--- src/rtl/pong_motion_ctrl.sv ---
// Per-frame game controller: moves the ball and paddles from the detector flags,
// keeps score and sequences idle / serve / play / game-over.
module pong_motion_ctrl #(
  parameter int unsigned BALL_SPEED   = 2,
  parameter int unsigned PADDLE_SPEED = 4,
  parameter int unsigned SERVE_DELAY  = 60,
  parameter int unsigned WIN_SCORE    = 9
) (
  input  logic        clk,
  input  logic        rst,
  input  logic        frame_tick,
  input  logic        serve,
  input  logic        btn_R_up,
  input  logic        btn_R_dn,
  input  logic        btn_L_up,
  input  logic        btn_L_dn,
  input  logic [3:0]  ball_detect_edge,
  input  logic [3:0]  paddle_R_detect_edge,
  input  logic [3:0]  paddle_L_detect_edge,
  input  logic [7:0]  collision_detect,
  output logic [31:0] ball_off_x,
  output logic [31:0] ball_off_y,
  output logic [31:0] paddle_R_off_y,
  output logic [31:0] paddle_L_off_y,
  output logic [3:0]  score_L,
  output logic [3:0]  score_R,
  output logic [1:0]  game_state
);

  localparam logic [31:0] BallStep  = 32'(BALL_SPEED);
  localparam logic [31:0] PadStep   = 32'(PADDLE_SPEED);
  localparam logic [31:0] ServeLoad = 32'(SERVE_DELAY - 1);
  localparam logic [3:0]  WinScore  = 4'(WIN_SCORE);

  typedef enum logic [1:0] {
    StIdle      = 2'd0,
    StServeWait = 2'd1,
    StPlay      = 2'd2,
    StGameOver  = 2'd3
  } state_e;

  state_e      state_q;
  logic [31:0] cnt_q;
  logic        dir_x_q, dir_y_q;  // 1 = positive (right / down)
  logic [31:0] ball_x_q, ball_y_q, pad_r_q, pad_l_q;
  logic [3:0]  score_l_q, score_r_q;

  logic        hit_r, hit_l, miss_l, miss_r, pad_move;
  logic        dir_x_nxt, dir_y_nxt;
  logic [31:0] ball_x_nxt, ball_y_nxt, pad_r_nxt, pad_l_nxt;
  logic [3:0]  score_l_inc, score_r_inc;

  // Bits of the detector buses that this controller has no use for.
  logic unused_flags;
  assign unused_flags = ^{collision_detect[7:6], collision_detect[4:3],
                          paddle_R_detect_edge[3], paddle_R_detect_edge[1],
                          paddle_L_detect_edge[3], paddle_L_detect_edge[1]};

  assign hit_r       = collision_detect[0] & collision_detect[2];
  assign hit_l       = collision_detect[1] & collision_detect[5];
  assign miss_l      = ~ball_detect_edge[3] & ~hit_l;
  assign miss_r      = ~ball_detect_edge[1] & ~hit_r;
  assign score_l_inc = score_l_q + 4'd1;
  assign score_r_inc = score_r_q + 4'd1;
  assign pad_move    = (state_q == StServeWait) || (state_q == StPlay);

  // Directions are forced by the surface touched, never toggled.
  always_comb begin
    dir_x_nxt = dir_x_q;
    if (hit_r && !hit_l)      dir_x_nxt = 1'b0;
    else if (hit_l && !hit_r) dir_x_nxt = 1'b1;
    dir_y_nxt = dir_y_q;
    if (!ball_detect_edge[2]) dir_y_nxt = 1'b1;
    if (!ball_detect_edge[0]) dir_y_nxt = 1'b0;
    ball_x_nxt = dir_x_nxt ? ball_x_q + BallStep : ball_x_q - BallStep;
    ball_y_nxt = dir_y_nxt ? ball_y_q + BallStep : ball_y_q - BallStep;
  end

  always_comb begin
    pad_r_nxt = pad_r_q;
    if (btn_R_up && !btn_R_dn && paddle_R_detect_edge[2])      pad_r_nxt = pad_r_q - PadStep;
    else if (btn_R_dn && !btn_R_up && paddle_R_detect_edge[0]) pad_r_nxt = pad_r_q + PadStep;
    pad_l_nxt = pad_l_q;
    if (btn_L_up && !btn_L_dn && paddle_L_detect_edge[2])      pad_l_nxt = pad_l_q - PadStep;
    else if (btn_L_dn && !btn_L_up && paddle_L_detect_edge[0]) pad_l_nxt = pad_l_q + PadStep;
  end

  always_ff @(posedge clk) begin
    if (rst) begin
      state_q   <= StIdle;
      cnt_q     <= '0;
      dir_x_q   <= 1'b1;
      dir_y_q   <= 1'b1;
      ball_x_q  <= '0;
      ball_y_q  <= '0;
      pad_r_q   <= '0;
      pad_l_q   <= '0;
      score_l_q <= '0;
      score_r_q <= '0;
    end else if (frame_tick) begin
      if (pad_move) begin
        pad_r_q <= pad_r_nxt;
        pad_l_q <= pad_l_nxt;
      end
      unique case (state_q)
        StIdle: begin
          if (serve) begin
            state_q <= StServeWait;
            cnt_q   <= ServeLoad;
          end
        end
        StServeWait: begin
          if (cnt_q == '0) state_q <= StPlay;
          else             cnt_q   <= cnt_q - 32'd1;
        end
        StPlay: begin
          if (miss_l) begin
            score_r_q <= score_r_inc;
            ball_x_q  <= '0;
            ball_y_q  <= '0;
            dir_x_q   <= 1'b0;
            cnt_q     <= ServeLoad;
            state_q   <= (score_r_inc == WinScore) ? StGameOver : StServeWait;
          end else if (miss_r) begin
            score_l_q <= score_l_inc;
            ball_x_q  <= '0;
            ball_y_q  <= '0;
            dir_x_q   <= 1'b1;
            cnt_q     <= ServeLoad;
            state_q   <= (score_l_inc == WinScore) ? StGameOver : StServeWait;
          end else begin
            dir_x_q  <= dir_x_nxt;
            dir_y_q  <= dir_y_nxt;
            ball_x_q <= ball_x_nxt;
            ball_y_q <= ball_y_nxt;
          end
        end
        StGameOver: begin
          if (serve) begin
            score_l_q <= '0;
            score_r_q <= '0;
            ball_x_q  <= '0;
            ball_y_q  <= '0;
            pad_r_q   <= '0;
            pad_l_q   <= '0;
            dir_x_q   <= 1'b1;
            dir_y_q   <= 1'b1;
            cnt_q     <= ServeLoad;
            state_q   <= StServeWait;
          end
        end
        default: ;
      endcase
    end
  end

  assign ball_off_x     = ball_x_q;
  assign ball_off_y     = ball_y_q;
  assign paddle_R_off_y = pad_r_q;
  assign paddle_L_off_y = pad_l_q;
  assign score_L        = score_l_q;
  assign score_R        = score_r_q;
  assign game_state     = state_q;

endmodule

--- config.mk ---
export PLATFORM = sky130hd
export DESIGN_NAME = pong_motion_ctrl
export DESIGN_NICKNAME = d
export VERILOG_FILES = /design/src/rtl/pong_motion_ctrl.sv
export SDC_FILE = /design/constraint.sdc
export NUM_CORES = 1
export LEC_CHECK = 0
export CORE_MARGIN = 2
export CORE_UTILIZATION = 30
export CTS_CLUSTER_SIZE = 16
export DETAILED_ROUTE_END_ITERATION = 6
export PLACE_DENSITY_LB_ADDON = 0.3
export SLEW_MARGIN = 20
export SYNTH_ARGS = -nofsm -noshare
export SYNTH_HDL_FRONTEND = slang
export SYNTH_SLANG_ARGS = --single-unit
--- constraint.sdc ---
create_clock -name clk -period 6.65 [get_ports clk]
set_input_delay 0.665 -clock clk [delete_from_list [all_inputs] [get_ports clk]]
set_output_delay 0.665 -clock clk [all_outputs]
set_load 0.02 [all_outputs]
==> metrics.txt <==
synth top area cells=dfxtp_1 (31%), ha_1 (9.0%), nor2_1 (6.4%), a21oi_1 (5.3%), xnor2_1 (5.3%); Post-Layout Cell Count=1940; remaining antenna violation count=0; final core occ=38.0%; Post-CTS Hold Buffers=0; synthesis-to-finish area growth=24.3%; Sw Ratio=29.8%; power density cells=198 nW/µm²; DRT Pass-1 Iters=4; nets=1578; clock buffer depth=2; CP endpoint kind=register; setup TNS=0 ns; synthesis warning total=0; CP cell instances=clkdlybuf4s50_1 -> nand2_1 -> nand3_1 -> a21oi_4 -> buf_4 -> ha_1 -> a21o_1 -> a211oi_1 -> o21ai_0 -> a221oi_1 -> o21ai_0 -> a21boi_0 -> o21ai_0 -> xnor2_1 -> o21ai_0; Post-synth top cells=nor2_1 (180), dfxtp_1 (166), nand2_1 (115), a21oi_1 (113), o21ai_0 (93); DP Wirelength=20.8 mm; Synth top area share=31.4%; Vias/cell=5.16; GRT Util Overall=15.6%; Required @ worst endpoint=6.92 ns; ANT cells=0; Hold Path Class=register to register; # resized after CTS=0; core region area=34600 µm²; Net Switching=775 µW; Initial Util=30.6%; proportion of layout cells with a drive suffix above 1=4.11%; vias in the first global route=9424; Reg power frac=41.1%; min Tclk post-route=4.38 ns; dpl cells=1908; final max-slew violation count=0; period utilisation layout=65.8%; Cells after Synth=1341; routed vias=10000; Fill cells=3586; DIE HEIGHT=192 µm; CP most frequent cell=o21ai_0; antenna violations before repair=0; number of synthesized flops with an enable pin=0; slowest cell delay on critical path=0.59 ns; Die X=192 µm; Crit Path Max Fanout=40; async set-reset flop share out of synthesis=0%; root buffer cell=clkbuf_16; number of synthesized register bits=166; max frequency=228 MHz; ys flop type=dfxtp_1; I/O Pins=166; cell with the most instances after synthesis=nor2_1; worst-skew pair later-pin latency=0.43 ns; Cell Int Power=1.83 mW; status=completed; Final Skew=0.0127 ns; Synth area leader=dfxtp_1; family with the most delay on the worst path=compound AO/OA/AOI/OAI gates; # DRC=0; largest net degree at the start of global routing=54; htree depth=4; Die Area=36800 µm²; Routed WL per cell=14.7 µm; combinational power share=19.3%; critical path type=primary input to register; num rows=68; maxcap violations=0; Rel. slew slack=28.0%; startpoint class of the critical path=primary input; # setup viols final=0; area of the mapped netlist=10600 µm²; fin area=13200 µm²; sequential element share of the synthesized area=31.4%; TritonCTS clock tree=yes; Crit-path slowest cell=a221oi_1; Critical Path AT=4.65 ns; Iteration-0 DRC Markers=465; Buf/Inv on CP=2; R2R Setup Slk=2.75 ns; Pleak=5.14 nW; final hold vios=0; RSZ-0062 raised after global routing=no; Clk pwr share=39.7%; Worst-path clk slew=0.07 ns; Worst VDD drop=0.000185 V; total grt overflow=0; Worst-Margin Slew=1.08 ns; first-pass GRT wire length=47.0 mm; clock buffer count from CTS=17; Clock Sinks=166; GPL Wtd Cong=0.882; Post-CTS Repair Setup Buffers=0; placed inst area=12600 µm²; library cells used by synthesis=69; Syn Area/Cell=7.90 µm²; Detailed Route WL=28.5 mm; I/O Buffers=151
## metrics by stage
step	hold slack, ns	total power, mW	setup WS [ns]
after global routing	0.473	2.74	1.89
after global placement	0.459	1.58	1.86
final	0.466	2.60	2.27
after CTS	0.465	2.64	2.24
after detailed placement	0.462	1.59	1.84
after floorplan	0.436	1.46	1.29
## metal layers
| layer | track usage, % | share of wire [%] |
|---|---|---|
| met5 | 0 | 0 |
| met4 | 2.75 | 0.54 |
| met3 | 3.89 | 7.0 |
| met2 | 26.9 | 47 |
| met1 | 19.7 | 46 |
## layout by cell type (no fill, tap or decap), types with 7 or more instances in the layout
cell type and n:
nand3_1 31, or4_1 10, nor2_1 180, a21oi_1 111
nand2_1 115, inv_1 27, and3_1 15, nor4_1 11
ha_1 76, o21ai_0 92, clkdlybuf4s50_1 150, a31oi_1 16
a22oi_1 31, o21a_1 10, a211oi_1 11, nand3b_1 10
buf_4 9, a21o_1 38, nand4_1 16, nand2b_1 10
nor3_1 41, xnor2_1 64, nor3b_1 8, clkbuf_16 17
or3_1 40, o21bai_1 7, dfxtp_1 166, xor2_1 56
## power groups by stage
stage	clock, mW	sequential, mW	combinational [mW]
after floorplan	0	1.09	0.371
after global placement	0	1.09	0.491
after detailed placement	0	1.09	0.499
after CTS	1.07	1.07	0.502
after global routing	1.10	1.07	0.564
final	1.03	1.07	0.501
## state kept, by name (all words and copies together), names as in the netlist
name	count
ball_off_x	31
ball_off_y	31
cnt_q	32
dir_x_q	1
dir_y_q	1
game_state	2
paddle_L_off_y	30
paddle_R_off_y	30
score_L	4
score_R	4
## logic make-up (layout without fill, tap and decap cells)
family	count (synthesis)	in the layout	share of synthesized area [%]
xor gates and xnor gates	120	120	9.92
adders and majority gates	78	78	9.36
buffers and inverters	80	219	3.10
and+or+nand+nor	523	523	24.3
other	1	6	0.0354
DFF	166	166	31.4
muxes	2	2	0.201
AOI/OAI and AO/OA	371	371	21.7
## worst reg2reg max path: cells and delay by family (launching register included)
kind,cells,cell delay (ns)
AOI/OAI and AO/OA,7,1.93
xor gates and xnor gates,1,0.16
adders and majority gates,1,0.31
buffers and inverters,1,0.34
DFF,1,0.32
and+or+nand+nor,2,0.69
## layout make-up
cell class / count / area, µm² / area share [%]
sequential: 166 / 3320 / 25.2
clock inverter: 13 / 170 / 1.29
clock buffer: 19 / 433 / 3.29
timing repair buffer: 160 / 1570 / 12.0
tap: 455 / 569 / 4.33
inverter: 27 / 101 / 0.770
multi-input combinational: 1100 / 6990 / 53.1
## final timing paths
path,start,endpoint,cells after the start
worst max-delay path,collision_detect[1],ball_off_x[25],15
worst min register to register,cnt_q[2],cnt_q[2],2
worst max register to register,dir_y_q,ball_off_y[29],12
worst min-delay path,cnt_q[2],cnt_q[2],2
No activity file was read; power rests on OpenSTA's default activity.
